--- config.mk ---
export PLATFORM = sky130hd
export DESIGN_NAME = fir_axis_requant
export DESIGN_NICKNAME = d
export VERILOG_FILES = /design/src/rtl/fir_pkg.sv /design/src/rtl/axis_skid_fifo2.sv /design/src/rtl/fir_axis_requant.sv
export SDC_FILE = /design/constraint.sdc
export NUM_CORES = 1
export LEC_CHECK = 0
export ABC_AREA = 1
export BUFFER_PORTS_ARGS = -buffer_cell sky130_fd_sc_hd__buf_2
export CAP_MARGIN = 5
export CORE_ASPECT_RATIO = 2
export CORE_MARGIN = 3
export CORE_UTILIZATION = 55
export DETAILED_ROUTE_END_ITERATION = 8
export PLACE_DENSITY_LB_ADDON = 0.1
export RECOVER_POWER = 25
export SLEW_MARGIN = 40
export SYNTH_ARGS = -nofsm -noshare
export SYNTH_HDL_FRONTEND = slang
export SYNTH_SLANG_ARGS = --single-unit
export TNS_END_PERCENT = 1
--- constraint.sdc ---
create_clock -name clk -period 4.9 [get_ports clk]
set_input_delay 0.49 -clock clk [delete_from_list [all_inputs] [get_ports clk]]
set_output_delay 0.49 -clock clk [all_outputs]
set_load 0.1 [all_outputs]
--- src/rtl/fir_pkg.sv ---
`default_nettype none
// +--------------------------------------------------------------------------+
// | fir_pkg: Q-format constants and load-level encoding for the FIR back end |
// | Rev 1.0                                                                  |
// +--------------------------------------------------------------------------+
package fir_pkg;

  localparam int FIR_IN_W  = 32;
  localparam int FIR_OUT_W = 16;
  localparam int FIR_SHIFT = 15;

  localparam logic signed [15:0] Q15_MAX = 16'sh7FFF;
  localparam logic signed [15:0] Q15_MIN = 16'sh8000;

  // Shared with the DVS voltage selector.
  typedef enum logic [1:0] {
    LOAD_LOW  = 2'd0,
    LOAD_MED  = 2'd1,
    LOAD_HIGH = 2'd2,
    LOAD_MAX  = 2'd3
  } load_level_e;

endpackage
`default_nettype wire

--- src/rtl/axis_skid_fifo2.sv ---
`default_nettype none
// +--------------------------------------------------------------------------+
// | axis_skid_fifo2: 2-entry stream FIFO with registered ready               |
// | Rev 1.0                                                                  |
// +--------------------------------------------------------------------------+
module axis_skid_fifo2 #(
  parameter int DATA_W = 17
) (
  input  logic              clk,
  input  logic              reset,
  input  logic [DATA_W-1:0] s_data_i,
  input  logic              s_valid_i,
  output logic              s_ready_o,
  output logic [DATA_W-1:0] m_data_o,
  output logic              m_valid_o,
  input  logic              m_ready_i
);

  logic [DATA_W-1:0] mem_q [2];
  logic              wr_ptr_q, wr_ptr_d;
  logic              rd_ptr_q, rd_ptr_d;
  logic [1:0]        count_q, count_d;
  logic              ready_q, ready_d;
  logic              push_w, pop_w;

  always_comb begin
    push_w   = s_valid_i && ready_q;
    pop_w    = (count_q != 2'd0) && m_ready_i;
    count_d  = count_q + {1'b0, push_w} - {1'b0, pop_w};
    wr_ptr_d = wr_ptr_q ^ push_w;
    rd_ptr_d = rd_ptr_q ^ pop_w;
    // Ready looks one cycle ahead so it can come straight from a flop.
    ready_d  = (count_d < 2'd2);
  end

  always_ff @(posedge clk or posedge reset) begin
    if (reset) begin
      for (int i = 0; i < 2; i++) mem_q[i] <= '0;
      wr_ptr_q <= 1'b0;
      rd_ptr_q <= 1'b0;
      count_q  <= 2'd0;
      ready_q  <= 1'b0;
    end else begin
      if (push_w) mem_q[wr_ptr_q] <= s_data_i;
      wr_ptr_q <= wr_ptr_d;
      rd_ptr_q <= rd_ptr_d;
      count_q  <= count_d;
      ready_q  <= ready_d;
    end
  end

  assign s_ready_o = ready_q;
  assign m_valid_o = (count_q != 2'd0);
  assign m_data_o  = mem_q[rd_ptr_q];

endmodule
`default_nettype wire

--- src/rtl/fir_axis_requant.sv ---
`default_nettype none
// +--------------------------------------------------------------------------+
// | fir_axis_requant: FIR accumulator -> Q1.15 AXI-Stream with load monitor  |
// | Rev 1.0                                                                  |
// +--------------------------------------------------------------------------+
module fir_axis_requant
  import fir_pkg::*;
#(
  parameter int IN_W   = FIR_IN_W,
  parameter int OUT_W  = FIR_OUT_W,
  parameter int SHIFT  = FIR_SHIFT,
  parameter int WINDOW = 256
) (
  input  logic             clk,
  input  logic             reset,
  input  logic [IN_W-1:0]  s_axis_tdata,
  input  logic             s_axis_tvalid,
  input  logic             s_axis_tlast,
  output logic             s_axis_tready,
  output logic [OUT_W-1:0] m_axis_tdata,
  output logic             m_axis_tvalid,
  output logic             m_axis_tlast,
  output logic [1:0]       m_axis_tkeep,
  input  logic             m_axis_tready,
  output logic             sat_flag,
  output logic [1:0]       load_level
);

  localparam int LOG2W = $clog2(WINDOW);
  localparam logic [IN_W:0] RND = {{IN_W{1'b0}}, 1'b1} << (SHIFT - 1);
  localparam logic signed [IN_W:0] R_MAX = {{(IN_W+2-OUT_W){1'b0}}, {(OUT_W-1){1'b1}}};
  localparam logic signed [IN_W:0] R_MIN = {{(IN_W+2-OUT_W){1'b1}}, {(OUT_W-1){1'b0}}};

  logic signed [IN_W:0] t_w, r_w;
  logic [OUT_W-1:0]     q_w;
  logic                 sat_w;
  logic                 accept_w;

  // One guard bit keeps the rounding add from wrapping at the positive limit.
  always_comb begin
    t_w   = $signed({s_axis_tdata[IN_W-1], s_axis_tdata}) + $signed(RND);
    r_w   = t_w >>> SHIFT;
    q_w   = r_w[OUT_W-1:0];
    sat_w = 1'b0;
    if (r_w > R_MAX) begin
      q_w   = {1'b0, {(OUT_W-1){1'b1}}};
      sat_w = 1'b1;
    end else if (r_w < R_MIN) begin
      q_w   = {1'b1, {(OUT_W-1){1'b0}}};
      sat_w = 1'b1;
    end
  end

  assign accept_w = s_axis_tvalid && s_axis_tready;

  axis_skid_fifo2 #(
    .DATA_W (OUT_W + 1)
  ) u_fifo (
    .clk       (clk),
    .reset     (reset),
    .s_data_i  ({s_axis_tlast, q_w}),
    .s_valid_i (s_axis_tvalid),
    .s_ready_o (s_axis_tready),
    .m_data_o  ({m_axis_tlast, m_axis_tdata}),
    .m_valid_o (m_axis_tvalid),
    .m_ready_i (m_axis_tready)
  );

  assign m_axis_tkeep = {2{m_axis_tvalid}};

  logic [LOG2W-1:0] win_cnt_q, win_cnt_d;
  logic [LOG2W:0]   beat_cnt_q, beat_cnt_d, beat_incl_w;
  logic [1:0]       load_level_q, load_level_d;
  logic             sat_flag_q, sat_flag_d;

  always_comb begin
    beat_incl_w  = beat_cnt_q + {{LOG2W{1'b0}}, accept_w};
    win_cnt_d    = win_cnt_q + 1'b1;
    beat_cnt_d   = beat_incl_w;
    load_level_d = load_level_q;
    sat_flag_d   = sat_flag_q | (accept_w & sat_w);
    if (&win_cnt_q) begin
      load_level_d = beat_incl_w[LOG2W] ? LOAD_MAX : beat_incl_w[LOG2W-1:LOG2W-2];
      beat_cnt_d   = {{LOG2W{1'b0}}, accept_w};
    end
  end

  always_ff @(posedge clk or posedge reset) begin
    if (reset) begin
      win_cnt_q    <= '0;
      beat_cnt_q   <= '0;
      load_level_q <= 2'd0;
      sat_flag_q   <= 1'b0;
    end else begin
      win_cnt_q    <= win_cnt_d;
      beat_cnt_q   <= beat_cnt_d;
      load_level_q <= load_level_d;
      sat_flag_q   <= sat_flag_d;
    end
  end

  assign load_level = load_level_q;
  assign sat_flag   = sat_flag_q;

endmodule
`default_nettype wire

==> metrics.txt, run 1 <==
status finished, violations left; failing checks max-capacitance violations, max-slew violations; clk buf depth 2; vias per cell roughly 5.0; VDD IR max 0.000661 V; GRT met1 Usage 22.5%; hold buffers post-CTS 0; Layout Skew 0.00448 ns; setup ws final 1.84 ns; Post-Syn Instances 422; hold wc startpoint s_axis_tlast; area share of the largest cell type after synthesis 46.5%; Synth Flop Type dfrtp_1; DRT Wirelength between 6000 and 7000 um; Fill cells 508; hold crit path type primary input to flip-flop; DIE WIDTH between 50 and 60 um; max-cap violations 1; Synth async-reset ratio 100%; CTS tree yes; Setup Crit Path Kind primary input to asynchronous set/reset pin; initial core utilization 57.6%; sw frac between 50% and 60%; YS warnings 0; WL per Instance 12.1 um; met2 Use GR 40.2%; Detailed Routing Iterations Pass 1 4; Syn Nets 467; Mapped Area 3180 um^2; PwrDens around 740 nW/um^2; core area 5520 um^2; CP Launch Point reset; setup violators final 0; final hold viol count 0; register bit count reported by yosys 59; chip height 113 um; static leakage 2.05 nW; met3 Use GR under 10%; post_cts resized 0; final net count a little over 500; post-CTS setup buffer count 0; RSZ-0062 raised after global routing false; Cell Chain, Critical Path buf_2 -> inv_1 -> clkbuf_1; Row Count 38; IO Port Bufs between 40 and 50; P_int 1.14 mW; Slew @ Worst Pin 3.06 ns; total CTS buffers 9; Clk Latency, worst-skew pair approximately 0.32 ns; initial antenna violation count 0; worst slack, placed 2.30 ns; clock slew seen by the registers of the worst setup and hold paths 0.06 ns; ANT cells 0; crit path max fanout 59; Post-synth top cells nand2_1, dfrtp_1, inv_1; placed insts between 500 and 600; HPWL after DPL 4820 um; clock share of power 14.5%; CTS HTree Levels 3; layout cell share with drive strength beyond 1 between 10% and 20%; Worst setup EP type asynchronous set/reset pin; Layout Cells excl Fill 532; worst endpoint required time 4.65 ns; Antenna Nets Post-Route 0; first-pass GRT wire length approximately 11,000 um; top cells by area, synth dfrtp_1, nand2_1, xor2_1; Distinct cells, synth 26; share of the yosys chip area belonging to registers 46.5%; die area about 6800 um^2; DRC violations left 0; number of global-route vias before repair 2,671; GRT overflow 0; Worst path slowest cell clkbuf_1; largest net degree at the start of global routing 60; EDFF count, synth 0; leading area contributor after synthesis dfrtp_1; Net Switching 1.50 mW; Layout area overhead 12.8%; CTS Sinks 59; Root Buffer clkbuf_8; Worst slew margin -104%; Worst EP arrival 2.81 ns; Setup TNS 0 ns; Total Routing Usage GR 21.7%; count leader, synth nand2_1; DR iter-0 viols 93; GR peak layer met2; combinational share of power a little under three fifths; Fmax achieved 327 MHz; Placer Congestion 0.795; Slew Viols, Final 60; worst reg2reg startpoint u_fifo.s_ready_o$_DFF_PP0_; Top-Level Pins 61; Tmin final 3.06 ns; Final Cycle Share 62.4%; Avg Inst Size Synth 7.52 um^2; vias 2,646; Seq pwr share 29.7%; largest stage delay on the critical path 2.15 ns; type of origin of the critical path primary input
## cell type report
type	instances	area (um^2)	share of cell area, %
Multi-Input combinational cell	313	1490	41.5
Sequential cell	59	1480	41.2
Timing Repair Buffer	47	234	6.53
Clock buffer	14	163	4.54
Inverter	37	139	3.88
Tap cell	60	75.1	2.09
Clock inverter	2	10.0	0.279
## path summary, 6_finish.rpt
| path | to | slack, ns | depth (start not counted) |
|---|---|---|---|
| max | u_fifo.mem_q[32]$_DFFE_PP0P_ | 1.84 | 3 |
| min | u_fifo.mem_q[16]$_DFFE_PP0P_ | 0.38 | 3 |
| max reg2reg | u_fifo.mem_q[15]$_DFFE_PP0P_ | 2.60 | 5 |
| min reg2reg | sat_flag$_DFF_PP0_ | 0.47 | 2 |
| max in group clk | m_axis_tdata[8] | 2.05 | 4 |
| min in group asynchronous | u_fifo.mem_q[18]$_DFFE_PP0P_ | 1.32 | 3 |
## placed cells by master (no fill, tap or decap), drive strengths merged
cell,Yosys,routed
a21oi,1,1
inv,34,34
clkinv,3,5
xnor2,6,6
dfrtp,59,59
buf,6,46
nor2,28,28
o21ai,7,7
a31oi,1,1
clkbuf,7,15
nand2,223,223
xor2,20,20
nor3,3,3
ha,8,8
nand3,11,11
and3,1,1
nand4,4,4
## critical path: cells and delay by family
family,cells,cell delay (ns)
buffers and inverters,3,2.28
## sequential cells by signal, summed over array words and instances, names as in the netlist
signal,cells
u_fifo.count_q,2
u_fifo.s_ready_o,1
u_fifo.mem_q,34
load_level,2
u_fifo.rd_ptr_q,1
u_fifo.wr_ptr_q,1
beat_cnt_q,9
sat_flag,1
win_cnt_q,8
## power groups by stage
stage | Combinational (mW) | Sequential (mW) | Clock [mW]
6_report | 1.47 | 0.784 | 0.383
5_1_grt | 1.58 | 0.806 | 0.410
4_1_cts | 1.49 | 0.785 | 0.393
3_5_place_dp | 1.48 | 0.794 | 0
3_3_place_gp | 1.46 | 0.785 | 0
2_1_floorplan | 1.27 | 0.778 | 0
## layer usage
metal	routed length, um	vias up
met5	0	-
met4	115	0
met3	269	8
met2	3590	55
met1	2460	1225
li1	-	1358
## per-stage QoR
stage | cell area [um^2] | power (mW) | hold WS [ns] | utilization (%)
CTS | 3590 | 2.67 | 0.361 | 65.0
finish | 3580 | 2.64 | 0.381 | 65.0
global placement | 3410 | 2.25 | 0.455 | 61.9
global route | 3580 | 2.80 | 0.386 | 65.0
floorplan | 3180 | 2.05 | 0.438 | -
detailed placement | 3410 | 2.28 | 0.454 | 61.9
## cells by family (layout without fill, tap and decap cells)
family	after synthesis	in the layout	synth area share, %
simple gates	270	270	34.9
compound gates	9	9	1.58
xor+xnor	26	26	7.17
flops	59	59	46.5
buf+inv	50	100	6.70
fa+ha+maj	8	8	3.15
(Power assumes the default switching activity.)
==> run 2, diff against run 1 <==
ABC_AREA = 0   (was 1)
clock period = 2.91 ns   (was 4.9 ns; I/O delays follow)
==> run 2 against run 1 <==
- the run now ends clean
- utilization rose by 0.91 points
- clock skew up 0.0037 ns
- first-iteration DRC count is 22% higher
- routed wire length rose by 3.7%
- global-route usage is 0.86 points higher
- area after synthesis decreased by 0.63%
- via count decreased by 11%
- cell count decreased by 22%
- critical path depth grew 5
- register-to-register slack worse by 1.8 ns
==> metrics.txt, run 2 <==
status finished clean; Worst path slowest cell dfrtp_1; DIE WIDTH about 60 um; first-pass GRT wire length 11,300 um; share of the yosys chip area belonging to registers between 40% and 50%; RSZ-0062 raised after global routing false; top flop regs u_fifo.mem_q: 34 flops, beat_cnt_q: 9 flops, win_cnt_q: 8 flops; type of origin of the critical path flip-flop; Synth Flop Type dfrtp_1; Total Routing Usage GR a little under a quarter; register bit count reported by yosys 59; Slew @ Worst Pin 1.42 ns; Most flops, register u_fifo.mem_q; DR iter-0 viols 113; Placer Congestion between 0.8 and 0.9; CTS Sinks 59; Tmin final 2.09 ns; most common cell after layout, fill and taps aside dfrtp_1; Post-Syn Instances approximately 300; Worst setup EP type flip-flop; Distinct cells, synth 42; EDFF count, synth 0; die area 6740 um^2; Layout area overhead 14.2%; Slew Viols, Final 0; Cell Chain, Critical Path and2_1 -> ha_1 -> ha_1 -> nand2_1 -> nor2_1 -> xnor2_1 -> a31oi_1 -> mux2_2; total CTS buffers 9; Hold Crit Depth 2; initial antenna violation count 0; max reg flops 34; top cells by area, synth dfrtp_1, mux2_2, nor2_1; FF-to-FF setup slack 0.82 ns; Syn Nets 348; worst endpoint required time 3.14 ns; largest net degree at the start of global routing 60; Detailed Routing Iterations Pass 1 4; crit path max fanout 6; number of global-route vias before repair 2,394; post-CTS setup buffer count 0; Setup TNS 0 ns; WL per Instance 16.0 um; Clk Latency, worst-skew pair 0.35 ns; initial core utilization approximately 58%; max-cap violations 0; Synth async-reset ratio 100%; Setup Crit Path Kind flip-flop to flip-flop; chip height 113 um; Antenna Nets Post-Route 0; clock slew seen by the registers of the worst setup and hold paths about 0.070 ns; Avg Inst Size Synth around 10 um^2; IO Port Bufs 46; setup violators final 0; final net count between 300 and 400; Top-Level Pins 61; post_cts resized 0; worst r2r path cells 8; worst reg2reg startpoint u_fifo.s_ready_o$_DFF_PP0_; HPWL after DPL 4840 um; CTS HTree Levels 3; layout cell share with drive strength beyond 1 30.1%; Root Buffer clkbuf_8; hold path endpoint u_fifo.mem_q[16]$_DFFE_PP0P_; largest stage delay on the critical path approximately 0.33 ns; Row Count 38; area share of the largest cell type after synthesis 46.8%; leading area contributor after synthesis dfrtp_1; most used cell, CP ha_1; Layout Skew 0.00819 ns; placed insts 399; vias per cell approximately 5.7; Layout Cells excl Fill 416; most frequent cells in the layout dfrtp_1, buf_2, nor2_1, o22ai_1, mux2_2; Fill cells 449; count leader, synth dfrtp_1; ANT cells 0; Worst slew margin 5.23%; Reg-to-Reg End load_level[1]$_DFFE_PP0P_; CTS tree yes; Mapped Area 3160 um^2; YS warnings 0; clk buf depth 2; Final Cycle Share 71.9%; hold wc startpoint s_axis_tlast; final hold viol count 0; vias 2,362; GRT overflow 0; Worst EP arrival 2.32 ns; core area 5470 um^2; hold buffers post-CTS 1; DRT Wirelength 6680 um; DRC violations left 0; hold crit path type primary input to flip-flop; Fmax achieved 478 MHz; Post-synth top cells dfrtp_1, nor2_1, mux2_2, o22ai_1
-- run 2: cell count changes after synthesis, sizes merged, moves of 4 or more --
cell | before | now
nor4 | 0 | 5
nand2 | 223 | 9
nor2 | 28 | 45
and2 | 0 | 4
o22ai | 0 | 26
nand3 | 11 | 18
inv | 34 | 14
mux2 | 0 | 22
buf | 6 | 11
xnor2 | 6 | 16
a21oi | 1 | 5
nand4 | 4 | 8
-- run 2: area by class of cell --
cell class / instances / area [um^2] / area share [%]
multi-input cells: 211 / 1510 / 42.0
flip-flops and latches: 59 / 1480 / 41.0
clock buffers: 11 / 151 / 4.20
repair buffers: 56 / 305 / 8.48
clock inverters: 5 / 27.5 / 0.764
inverters: 14 / 52.6 / 1.46
well taps: 60 / 75.1 / 2.08
-- run 2: worst max-delay path, delay by kind of cell, from the launching register on --
family / cells / cell delay (ns)
compound gates: 1 / 0.10
xor+xnor: 1 / 0.16
fa+ha+maj: 2 / 0.47
flops: 1 / 0.33
mux: 1 / 0.28
simple gates: 3 / 0.64
-- run 2: cell families after synthesis --
| group | after synthesis | share of synthesized area, % |
|---|---|---|
| compound gates | 43 | 9.87 |
| flops | 59 | 46.8 |
| fa+ha+maj | 8 | 3.17 |
| simple gates | 105 | 17.9 |
| buf+inv | 33 | 5.27 |
| mux | 22 | 7.85 |
| xor+xnor | 33 | 9.16 |
-- run 2: layer usage --
metal	global-route usage, %	share of wire (%)	vias up
li1	-	-	1168
met1	25.0	38	1123
met2	38.2	54	53
met3	3.77	4.5	18
met4	14.5	3.8	0
met5	0	0	-
-- run 2: worst max path at each step --
stage | start | to | slack [ns] | depth (start not counted)
final | u_fifo.s_ready_o$_DFF_PP0_ | load_level[1]$_DFFE_PP0P_ | 0.82 | 8
after global routing | u_fifo.s_ready_o$_DFF_PP0_ | load_level[1]$_DFFE_PP0P_ | 0.62 | 8
after CTS | u_fifo.s_ready_o$_DFF_PP0_ | load_level[1]$_DFFE_PP0P_ | 0.77 | 8
after detailed placement | s_axis_tdata[14] | u_fifo.mem_q[26]$_DFFE_PP0P_ | 0.52 | 7
after global placement | s_axis_tdata[14] | u_fifo.mem_q[27]$_DFFE_PP0P_ | 0.53 | 7
after floorplan | u_fifo.s_ready_o$_DFF_PP0_ | load_level[1]$_DFFE_PP0P_ | 0.37 | 8
-- run 2: through the flow --
step                cell area, um^2  setup slack, ns  hold WS [ns]  util [%]
finish                         3600            0.818         0.187      65.9
floorplan                      3160            0.367         0.422         -
global route                   3600            0.623         0.198      65.9
detailed placement             3430            0.518         0.374      62.7
CTS                            3620            0.772         0.172      66.2
global placement               3430            0.529         0.368      62.7
Power of run 2 is not shown: default switching activity piles up to over one toggle a cycle in this logic, so the estimate is an artifact.
